==> src/rtl/rv32i_pkg.sv <==
// Shared rv32i types: ALU operation codes and the
// bundles passed between the issue D and W stages.
package rv32i_pkg;

  localparam int DPW = 32;

  typedef enum logic [2:0] {
    ADD_OP = 3'd0,
    SUB_OP = 3'd1,
    SLL_OP = 3'd2,
    XOR_OP = 3'd3,
    SRL_OP = 3'd4,
    SRA_OP = 3'd5,
    OR_OP  = 3'd6,
    AND_OP = 3'd7
  } alu_op_t;

  typedef struct packed {
    alu_op_t        op;
    logic [DPW-1:0] a;
    logic [DPW-1:0] b;
    logic [4:0]     rd;
    logic           we;
    logic           ill;
  } iss_d_t;

  typedef struct packed {
    logic [4:0]     rd;
    logic [DPW-1:0] data;
    logic           we;
    logic           ill;
  } iss_w_t;

endpackage

==> src/rtl/rv32i_alu_issue_if.sv <==
// Bus of the ALU issue block: instruction input handshake,
// ALU drive/return and result output handshake.
// slave = issue block view, master = surrounding pipeline view.
interface rv32i_alu_issue_if #(
  parameter int DPW = 32,
  parameter int PCW = 32
) ();

  logic                    in_valid;
  logic                    in_ready;
  logic [31:0]             in_instr;
  logic [PCW-1:0]          in_pc;
  logic [DPW-1:0]          in_rs1;
  logic [DPW-1:0]          in_rs2;

  logic [DPW-1:0]          alu_opr_a;
  logic [DPW-1:0]          alu_opr_b;
  rv32i_pkg::alu_op_t      alu_opcode;
  logic [DPW-1:0]          alu_res;

  logic                    out_valid;
  logic                    out_ready;
  logic [4:0]              out_rd;
  logic [DPW-1:0]          out_data;
  logic                    out_we;
  logic                    out_illegal;

  modport slave (
    input  in_valid, in_instr, in_pc, in_rs1, in_rs2,
    output in_ready,
    output alu_opr_a, alu_opr_b, alu_opcode,
    input  alu_res,
    output out_valid, out_rd, out_data, out_we, out_illegal,
    input  out_ready
  );

  modport master (
    output in_valid, in_instr, in_pc, in_rs1, in_rs2,
    input  in_ready,
    input  alu_opr_a, alu_opr_b, alu_opcode,
    output alu_res,
    input  out_valid, out_rd, out_data, out_we, out_illegal,
    output out_ready
  );

endinterface

==> src/rtl/rv32i_alu_issue.sv <==
// Execute-stage ALU issue: decode -> D reg -> alu -> W reg, valid/ready
// both ends. Ports: clk, arst_n, bus (slave), perf_* if RV32I_ALU_ISSUE_PERF_EN.
module rv32i_alu_issue
  import rv32i_pkg::*;
#(
  parameter int DPW = 32,
  parameter int PCW = 32
) (
  input  logic        clk,
  input  logic        arst_n,
`ifdef RV32I_ALU_ISSUE_PERF_EN
  output logic [31:0] perf_issued,
  output logic [31:0] perf_illegal,
  output logic [31:0] perf_stall,
`endif
  rv32i_alu_issue_if.slave bus
);

  logic [31:0] w_instr;
  logic [6:0]  w_opc;
  logic [2:0]  w_f3;
  logic [6:0]  w_f7;
  logic        w_is_r;
  logic        w_is_i;
  logic        w_is_lui;
  logic        w_is_auipc;
  logic        w_is_sh;
  logic [3:0]  w_dec;
  logic [DPW-1:0] w_uimm;
  iss_d_t      w_d;
  logic        w_adv;
  logic        w_in_fire;

  iss_d_t      r_d;
  logic        r_d_valid;
  iss_w_t      r_w;
  logic        r_out_valid;

  // {illegal, op}; immediate forms ignore funct7 except on shifts
  function automatic logic [3:0] f_dec(
    input logic [2:0] f3,
    input logic [6:0] f7,
    input logic       imm
  );
    logic z;
    logic alt;
    z = (f7 == 7'b0000000);
    alt = (f7 == 7'b0100000);
    f_dec = {1'b1, ADD_OP};
    case (f3)
      3'b000: begin
        if (imm || z) f_dec = {1'b0, ADD_OP};
        else if (alt) f_dec = {1'b0, SUB_OP};
      end
      3'b001: if (z) f_dec = {1'b0, SLL_OP};
      3'b100: if (imm || z) f_dec = {1'b0, XOR_OP};
      3'b101: begin
        if (z) f_dec = {1'b0, SRL_OP};
        else if (alt) f_dec = {1'b0, SRA_OP};
      end
      3'b110: if (imm || z) f_dec = {1'b0, OR_OP};
      3'b111: if (imm || z) f_dec = {1'b0, AND_OP};
      default: ;
    endcase
  endfunction

  assign w_instr    = bus.in_instr;
  assign w_opc      = w_instr[6:0];
  assign w_f3       = w_instr[14:12];
  assign w_f7       = w_instr[31:25];
  assign w_is_r     = (w_opc == 7'b0110011);
  assign w_is_i     = (w_opc == 7'b0010011);
  assign w_is_lui   = (w_opc == 7'b0110111);
  assign w_is_auipc = (w_opc == 7'b0010111);
  assign w_is_sh    = (w_f3 == 3'b001) || (w_f3 == 3'b101);
  assign w_dec      = f_dec(w_f3, w_f7, w_is_i);
  assign w_uimm     = DPW'($signed({w_instr[31:12], 12'b0}));

  always_comb begin
    w_d    = '0;
    w_d.op = ADD_OP;
    w_d.rd = w_instr[11:7];
    unique case (1'b1)
      w_is_r: begin
        w_d.op  = alu_op_t'(w_dec[2:0]);
        w_d.ill = w_dec[3];
        w_d.a   = bus.in_rs1;
        w_d.b   = bus.in_rs2;
      end
      w_is_i: begin
        w_d.op  = alu_op_t'(w_dec[2:0]);
        w_d.ill = w_dec[3];
        w_d.a   = bus.in_rs1;
        w_d.b   = w_is_sh ? DPW'(w_instr[24:20])
                          : DPW'($signed(w_instr[31:20]));
      end
      w_is_lui: begin
        w_d.b = w_uimm;
      end
      w_is_auipc: begin
        w_d.a = DPW'(bus.in_pc);
        w_d.b = w_uimm;
      end
      default: w_d.ill = 1'b1;
    endcase
    // illegal ops still travel, as a harmless 0+0
    if (w_d.ill) begin
      w_d.op = ADD_OP;
      w_d.a  = '0;
      w_d.b  = '0;
    end
    w_d.we = !w_d.ill && (w_d.rd != 5'd0);
  end

  assign w_adv     = !r_out_valid || bus.out_ready;
  assign w_in_fire = bus.in_valid && bus.in_ready;

  always_ff @(posedge clk or negedge arst_n) begin
    if (!arst_n) begin
      r_d_valid <= 1'b0;
      r_d       <= '0;
    end else if (w_in_fire) begin
      r_d_valid <= 1'b1;
      r_d       <= w_d;
    end else if (w_adv) begin
      r_d_valid <= 1'b0;
    end
  end

  always_ff @(posedge clk or negedge arst_n) begin
    if (!arst_n) begin
      r_out_valid <= 1'b0;
      r_w         <= '0;
    end else if (w_adv) begin
      r_out_valid <= r_d_valid;
      if (r_d_valid) begin
        r_w.rd   <= r_d.rd;
        r_w.data <= r_d.ill ? '0 : bus.alu_res;
        r_w.we   <= r_d.we;
        r_w.ill  <= r_d.ill;
      end
    end
  end

  assign bus.in_ready    = !r_d_valid || w_adv;
  assign bus.alu_opr_a   = r_d.a;
  assign bus.alu_opr_b   = r_d.b;
  assign bus.alu_opcode  = r_d.op;
  assign bus.out_valid   = r_out_valid;
  assign bus.out_rd      = r_w.rd;
  assign bus.out_data    = r_w.data;
  assign bus.out_we      = r_w.we;
  assign bus.out_illegal = r_w.ill;

`ifdef RV32I_ALU_ISSUE_PERF_EN
  logic        w_out_fire;
  logic [31:0] r_perf_iss;
  logic [31:0] r_perf_ill;
  logic [31:0] r_perf_stall;

  assign w_out_fire = r_out_valid && bus.out_ready;

  always_ff @(posedge clk or negedge arst_n) begin
    if (!arst_n) begin
      r_perf_iss   <= '0;
      r_perf_ill   <= '0;
      r_perf_stall <= '0;
    end else begin
      if (w_out_fire)
        r_perf_iss <= r_perf_iss + 32'd1;
      if (w_out_fire && r_w.ill)
        r_perf_ill <= r_perf_ill + 32'd1;
      if (r_out_valid && !bus.out_ready)
        r_perf_stall <= r_perf_stall + 32'd1;
    end
  end

  assign perf_issued  = r_perf_iss;
  assign perf_illegal = r_perf_ill;
  assign perf_stall   = r_perf_stall;
`else
  // no event counters in this build
`endif

endmodule
==> src/flat_wrapper.sv <==
// flat-port wrapper written by rule: the top's interface ports become plain ports
module rv32i_alu_issue_flat import rv32i_pkg::*;
#(
  parameter int DPW = 32,
  parameter int PCW = 32
)
  (clk, arst_n, bus_in_valid, bus_in_instr, bus_in_pc, bus_in_rs1, bus_in_rs2, bus_in_ready, bus_alu_opr_a, bus_alu_opr_b, bus_alu_opcode, bus_alu_res, bus_out_valid, bus_out_rd, bus_out_data, bus_out_we, bus_out_illegal, bus_out_ready);
  rv32i_alu_issue_if #(.DPW(DPW), .PCW(PCW)) bus_i ();
  input  logic clk;
  input  logic arst_n;
  input wire logic [$bits(bus_i.in_valid)-1:0] bus_in_valid;
  input wire logic [$bits(bus_i.in_instr)-1:0] bus_in_instr;
  input wire logic [$bits(bus_i.in_pc)-1:0] bus_in_pc;
  input wire logic [$bits(bus_i.in_rs1)-1:0] bus_in_rs1;
  input wire logic [$bits(bus_i.in_rs2)-1:0] bus_in_rs2;
  output wire logic [$bits(bus_i.in_ready)-1:0] bus_in_ready;
  output wire logic [$bits(bus_i.alu_opr_a)-1:0] bus_alu_opr_a;
  output wire logic [$bits(bus_i.alu_opr_b)-1:0] bus_alu_opr_b;
  output wire logic [$bits(bus_i.alu_opcode)-1:0] bus_alu_opcode;
  input wire logic [$bits(bus_i.alu_res)-1:0] bus_alu_res;
  output wire logic [$bits(bus_i.out_valid)-1:0] bus_out_valid;
  output wire logic [$bits(bus_i.out_rd)-1:0] bus_out_rd;
  output wire logic [$bits(bus_i.out_data)-1:0] bus_out_data;
  output wire logic [$bits(bus_i.out_we)-1:0] bus_out_we;
  output wire logic [$bits(bus_i.out_illegal)-1:0] bus_out_illegal;
  input wire logic [$bits(bus_i.out_ready)-1:0] bus_out_ready;
  assign bus_i.in_valid = bus_in_valid;
  assign bus_i.in_instr = bus_in_instr;
  assign bus_i.in_pc = bus_in_pc;
  assign bus_i.in_rs1 = bus_in_rs1;
  assign bus_i.in_rs2 = bus_in_rs2;
  assign bus_in_ready = bus_i.in_ready;
  assign bus_alu_opr_a = bus_i.alu_opr_a;
  assign bus_alu_opr_b = bus_i.alu_opr_b;
  assign bus_alu_opcode = bus_i.alu_opcode;
  assign bus_i.alu_res = bus_alu_res;
  assign bus_out_valid = bus_i.out_valid;
  assign bus_out_rd = bus_i.out_rd;
  assign bus_out_data = bus_i.out_data;
  assign bus_out_we = bus_i.out_we;
  assign bus_out_illegal = bus_i.out_illegal;
  assign bus_i.out_ready = bus_out_ready;
  rv32i_alu_issue #(.DPW(DPW), .PCW(PCW)) u_core (.clk(clk), .arst_n(arst_n), .bus(bus_i));
endmodule
==> config.mk <==
export PLATFORM = sky130hd
export DESIGN_NAME = rv32i_alu_issue_flat
export DESIGN_NICKNAME = d
export VERILOG_FILES = /design/src/rtl/rv32i_pkg.sv /design/src/rtl/rv32i_alu_issue_if.sv /design/src/rtl/rv32i_alu_issue.sv /design/src/flat_wrapper.sv
export SDC_FILE = /design/constraint.sdc
export NUM_CORES = 1
export LEC_CHECK = 0
export CORE_ASPECT_RATIO = 0.7
export CORE_MARGIN = 1
export CORE_UTILIZATION = 42
export DETAILED_ROUTE_END_ITERATION = 16
export HOLD_SLACK_MARGIN = 0.06
export PLACE_DENSITY = 0.89
export SYNTH_ARGS = -nofsm -noshare
export SYNTH_HDL_FRONTEND = slang
export SYNTH_SLANG_ARGS = --single-unit
==> constraint.sdc <==
create_clock -name clk -period 2 [get_ports clk]
set_input_delay 0.6 -clock clk [delete_from_list [all_inputs] [get_ports clk]]
set_output_delay 0.6 -clock clk [all_outputs]
set_load 0.1 [all_outputs]
== Yosys cells after proc, flatten, opt, wreduce, memory -nomap -nowiden ==
Cells that the tools add are included.

* Equality and inequality tests: 10
* Mux-type cells: 18
* Reduce and logical (&&, ||, !) cells: 16

{| class="wikitable"
|+ Operator list
! operator !! count
|-
| 32-bit case mux with 3 select lines || 1
|-
| 67-bit 2-to-1 mux || 1
|-
| 32-bit 2-to-1 mux || 2
|-
| 32-bit case mux with 2 select lines || 1
|-
| 4-bit 2-to-1 mux || 8
|-
| 4-bit case mux with 6 select lines || 1
|-
| 7-bit by 6-bit == test with 1-bit output (second input constant) || 3
|-
| 7-bit by 5-bit == test with 1-bit output (second input constant) || 2
|-
| 3-bit == test (second input constant) || 4
|-
| 7-bit logical NOT || 1
|-
| 5-bit nonzero test || 1
|-
| 1-bit logical OR || 4
|-
| 2-bit OR reduction || 2
|-
| 3-bit by 1-bit == test with 1-bit output (second input constant) || 1
|-
| 1-bit logical NOT || 3
|-
| 3-bit logical NOT || 1
|-
| 3-bit 2-to-1 mux || 1
|-
| 1-bit logical AND || 2
|-
| 1-bit 2-to-1 mux || 2
|-
| 1-bit case mux with 2 select lines || 1
|-
| 2-bit AND reduction || 1
|-
| 2-bit nonzero test || 1
|}

* Register bits after elaboration: 115
* Bits of input ports: 164
* Logic and storage cells: 56

== Longest topological paths before layout ==
* Word-level depth: 7
* Mapped depth: 8
* Depth with buffers taken out: 5

== Worst setup path after synthesis ==
OpenSTA, ideal clock, no wires.

* Path type: reg2reg
* Start: reg u_core.r_out_valid, in the netlist u_core.bus.out_valid
* End: reg u_core.r_d, in the netlist u_core.bus.alu_opr_a[10]
* Setup time: 0.127 ns
* Arrival time: 3.282 ns
* Data required time: 1.873 ns
* Setup slack: -1.409 ns
* Stages on the path, launching flop included: 9
* Path buffers: 3
* Cells stage by stage: dfrtp_1 -> nand3b_1 -> and2_1 -> clkbuf_1 -> and2_0 -> buf_2 -> buf_2 -> a22oi_1 -> a21oi_1

* Cells in the longest elaborated chain, start to end: 4

{| class="wikitable"
|+ Ends and longest elaborated chain
! element !! RTL line !! source
|-
| start: declaration || rv32i_alu_issue.sv:37 || <nowiki>logic r_out_valid;</nowiki>
|-
| start signal: assignment || rv32i_alu_issue.sv:135 || <nowiki>r_out_valid <= r_d_valid;</nowiki>
|-
| 1-bit logical NOT || rv32i_alu_issue.sv:115 || <nowiki>assign w_adv = !r_out_valid || bus.out_ready;</nowiki>
|-
| 1-bit logical OR || rv32i_alu_issue.sv:115 ||
|-
| 1-bit logical OR || rv32i_alu_issue.sv:145 || <nowiki>assign bus.in_ready = !r_d_valid || w_adv;</nowiki>
|-
| named net bus_in_ready || flat_wrapper.sv:16 || <nowiki>output wire logic [$bits(bus_i.in_ready)-1:0] bus_in_ready;</nowiki>
|-
| 1-bit logical AND || rv32i_alu_issue.sv:116 || <nowiki>assign w_in_fire = bus.in_valid && bus.in_ready;</nowiki>
|-
| end signal: assignment || rv32i_alu_issue.sv:124 || <nowiki>r_d <= w_d;</nowiki>
|-
| end: declaration || rv32i_alu_issue.sv:34 || <nowiki>iss_d_t r_d;</nowiki>
|}

The timed path passes the listed nets, and every way through them passes these cells.
A chain may end at the register's enable or synchronous reset.

== Worst setup path in the final report ==
* Start: in bus_in_instr[27]
* End: reg u_core.r_d, in the netlist u_core.bus.alu_opr_b[19]

* Cells in the longest elaborated chain, start to end: 6
* Elaborated cells between the ends (all ways): 14
* Those cells by class: 1 x eq/ne; 11 x mux; 2 x reduce/logical

{| class="wikitable"
|+ Ends and longest elaborated chain
! element !! RTL line !! source
|-
| start: declaration || flat_wrapper.sv:12 || <nowiki>input wire logic [$bits(bus_i.in_instr)-1:0] bus_in_instr;</nowiki>
|-
| 7-bit by 6-bit == test with 1-bit output or 7-bit logical NOT (tied branches) || rv32i_alu_issue.sv:48, rv32i_alu_issue.sv:47 ||
|-
| 4-bit 2-to-1 mux, or another cell as far along || rv32i_alu_issue.sv:59 || <nowiki>else if (alt) f_dec = {1'b0, SRA_OP};</nowiki>
|-
| 4-bit 2-to-1 mux (on tied branches) || -- ||
|-
| 4-bit case mux with 6 select lines (*) || rv32i_alu_issue.sv:50 || <nowiki>case (f3)</nowiki>
|-
| 1-bit case mux with 2 select lines (*) || rv32i_alu_issue.sv:83 || <nowiki>unique case (1'b1)</nowiki>
|-
| 67-bit 2-to-1 mux (*) || rv32i_alu_issue.sv:107 || <nowiki>if (w_d.ill) begin</nowiki>
|}

Every way passes the cells marked *; elsewhere a longest branch is shown, timed or not.

==> flow_summary.toml <==
[place]
place_area_sq_um = 9740
placement.setup.worst_slack_ns = -0.769
io_buffers = 271
place_congestion = 0.851
hpwl_after_detailed_placement_mm = 14.8

[die]
die_w_um = 142
design.core.area_sq_um = 13300
die_area_sq_um = 14200
die_h_um = 100
num_rows = 35
initial_utilization = 0.435
pin_count = 272

[clock_tree]
cts_root_buf = "sky130_fd_sc_hd__clkbuf_16"
cts.clk_slew.worst_paths_ns = 0.06
cts-root-to-sink-buffers = 2
depth_of_the_cts_h_tree = 4
cts_tree = "yes"
worstSkewPairLatency_ns = 0.40
cts-buffers-inserted = 17
cts_num_sinks = 115
cts.hold.buffers_added = 0

[drt]
routed-via-count = 5448
drt_pre_antenna_iters = 5
vias_per_cell = 5.26
detailedRoute.firstIterationViolations = 290
routedWlPerCell_um = 19.2
drc = 0
wl_mm = 19.9
detail-route-antenna-nets = 0

[logic_synthesis]
post_synth_instance_area_sq_um = 5770
asyncSetResetFlopFracSynth = 1.00
ys_warn_count = 0
syn_area_per_cell_sq_um = 9.72
synth_edf_count = 0
postSynthCellCount = 593
yosysSeqAreaShare = 0.499
postSynthRegisterBits = 115
synth_ff_type = "sky130_fd_sc_hd__dfrtp_1"
syn_nets = 757
yosys.cell_types.count = 39

[worst_setup_path]
worst_setup_path_end_kind = "flip-flop"
critPathMaxFanout = 16
ff2ff_path_depth = 8
worst_setup_path_start_kind = "primary input"
critical_path_type = "in2reg"
critPathMostFrequentCell = "sky130_fd_sc_hd__buf_12"
slowest_delay_ns = 0.53
timing.critical_path.required_ns = 2.30
crit_slowest_cell = "sky130_fd_sc_hd__or4_4"
critPathArrivalTime_ns = 2.33
critical_path.cell_chain = "buf_2 > or4_4 > a311oi_2 > o221a_4 > buf_12 > nor3_4 > buf_12 > buf_12 > a211oi_2"

[global_routing]
grt_antenna_before_repair = 0
gr-usage-all-layers = 0.282
first_global_vias = 5688
grt_pass1_wl_mm = 30.4
pin_count_of_the_biggest_net_entering_global_routing = 45
grt-ovfl-total = 0

[pwr]
clock_power_share = 0.339
vdd.ir_drop.worst_mv = 0.628
total_switching_power_mw = 3.11
report.power.total_mw = 8.64
total_leakage_power_nw = 4.39
power.switching_fraction = 0.360
combPwrFrac = 0.344
sequentialPowerShare = 0.317
internal-power_mw = 5.53
power_density_relative_to_cell_area_nw_per_um2 = 812

[sta]
hold_viol = 0
fin_crit_sh = 1.01
maxClockFrequency_ghz = 0.494
setup-violations-final = 11
worst_clock_skew_ns = 0.00744
final_period_minus_worst_setup_slack_ns = 2.03
timing_max_transition_violations_final = 0
worstMarginPinSlew_ns = 0.838
setup_repair_after_global_routing_missed_its_margin = "true"
layout_setup_ws_ns = -0.0261
maxSlewHeadroom = 0.441

[flow_run]
drv_cap = 0

[outcome]
run_status = "finished, violations left"
failed_checks = "negative setup slack"

[min_path]
hp-class = "in2async"

[final_layout]
areaGrowthSynthToFinish_pct = 84.4
num_antenna_cells = 0
nets = 1001
drive_gt1_frac = 0.354
postLayoutCellArea_sq_um = 10600
## per-layer routing
metal  up-vias  routed length, um  global-route usage
met5         -                  0                   0
met4         0                391              0.0951
met3        32               1630              0.0787
met2       256              10300               0.491
met1      2677               7630               0.338
li1       2483                  -                   -
## state kept, by name (all words and copies together), names as in the netlist
name                    flops
u_core.bus.out_we           1
u_core.bus.alu_opr_a       32
u_core.r_d                  7
u_core.bus.out_valid        1
u_core.bus.out_illegal      1
u_core.bus.out_rd           5
u_core.r_d_valid            1
u_core.bus.alu_opr_b       32
u_core.bus.out_data        32
u_core.bus.alu_opcode       3
## cell type report
class                   count  area [sq um]
repair buffers            333          4420
fillers                   754          2640
flip-flops and latches    115          2880
inverters                   1          3.75
multi-input cells         369          2520
clock buffers              19           433
well taps                 185           231
clock inverters            13           136
## worst paths after layout
| path | start | slack [ns] | end |
|---|---|---|---|
| worst min register to register | u_core.r_d[5] | 0.48 | u_core.r_d[5] |
| min in group clk | u_core.r_d[5] | 0.48 | u_core.r_d[5] |
| worst max register to register | u_core.bus.out_valid | 0.28 | u_core.bus.alu_opr_a[2] |
| max in group asynchronous | arst_n | 1.26 | u_core.bus.alu_opr_a[22] |
| worst min-delay path | arst_n | 0.14 | u_core.bus.alu_opr_a[28] |
| worst max-delay path | bus_in_instr[27] | -0.03 | u_core.bus.alu_opr_b[19] |
## timing repair
action	in CTS	in global routing
endpoints found under the setup margin	70	52
gates resized for setup	41	31
buffers inserted	12	1
hold endpoints to repair	0	0
gates cloned	1	1
pin swaps	7	3
## through the flow
step	instances	util	hold slack, ns	TNS, ns
after floorplan	593	-	0.304	-40.11
after global placement	991	0.734	0.456	-41.91
after detailed placement	991	0.734	0.470	-47.31
after CTS	1034	0.790	0.131	0
after global routing	1035	0.801	0.136	-0.725
final	1035	0.801	0.138	-0.127
## worst max-delay path: cells and delay by family
kind / cells / cell delay, ns
AO/OA/AOI/OAI: 3 / 0.64
AND/OR/NAND/NOR: 2 / 0.57
buffers and inverters: 4 / 0.51
## power by group through the flow
stage	combinational, mW	sequential, mW	clock [mW]
after floorplan	0.829	3.54	0
after global placement	2.89	2.76	0
after detailed placement	2.93	2.77	0
after CTS	2.97	2.74	2.98
after global routing	3.07	2.76	3.10
final	2.97	2.74	2.93
## cell usage in the layout (no fill, tap or decap), drive strengths merged, types with 5 or more instances in the layout
cell type	count
nand2	101
nand2b	36
and3	7
o21ai	49
buf	173
a21oi	32
dfrtp	115
o31ai	9
clkinv	6
clkbuf	20
mux2i	5
mux2	7
dlygate4sd2	6
nor2	23
clkdlybuf4s50	148
a211oi	21
a22oi	52
## cells in the mapped netlist, drive strengths merged, types with 2 or more instances
cell type	count	share of area
a22oi	52	0.068
a31oi	3	0.0033
nor3	4	0.0082
xnor2	2	0.0030
buf	83	0.10
nor4	2	0.0022
a21oi	32	0.028
or2	2	0.0022
a211oi	21	0.042
and3	7	0.0076
mux2	7	0.014
mux2i	5	0.0087
nand2b	36	0.039
dfrtp	115	0.50
or4	2	0.0026
and2	4	0.0043
nor2	23	0.016
o21ai	49	0.043
nand2	100	0.066
nand3b	2	0.0026
o31ai	9	0.012
clkbuf	26	0.017
## cells by family (layout without fill, tap and decap cells)
logic type             count (synthesis)  count (layout)  synth area share
multiplexers                          12              12            0.0224
AO/OA/AOI/OAI                        170             170             0.201
AND/OR/NAND/NOR                      184             185             0.153
buffers and inverters                110             366             0.121
XOR/XNOR                               2               2           0.00304
flip-flops                           115             115             0.499
(Power assumes the default switching activity.)
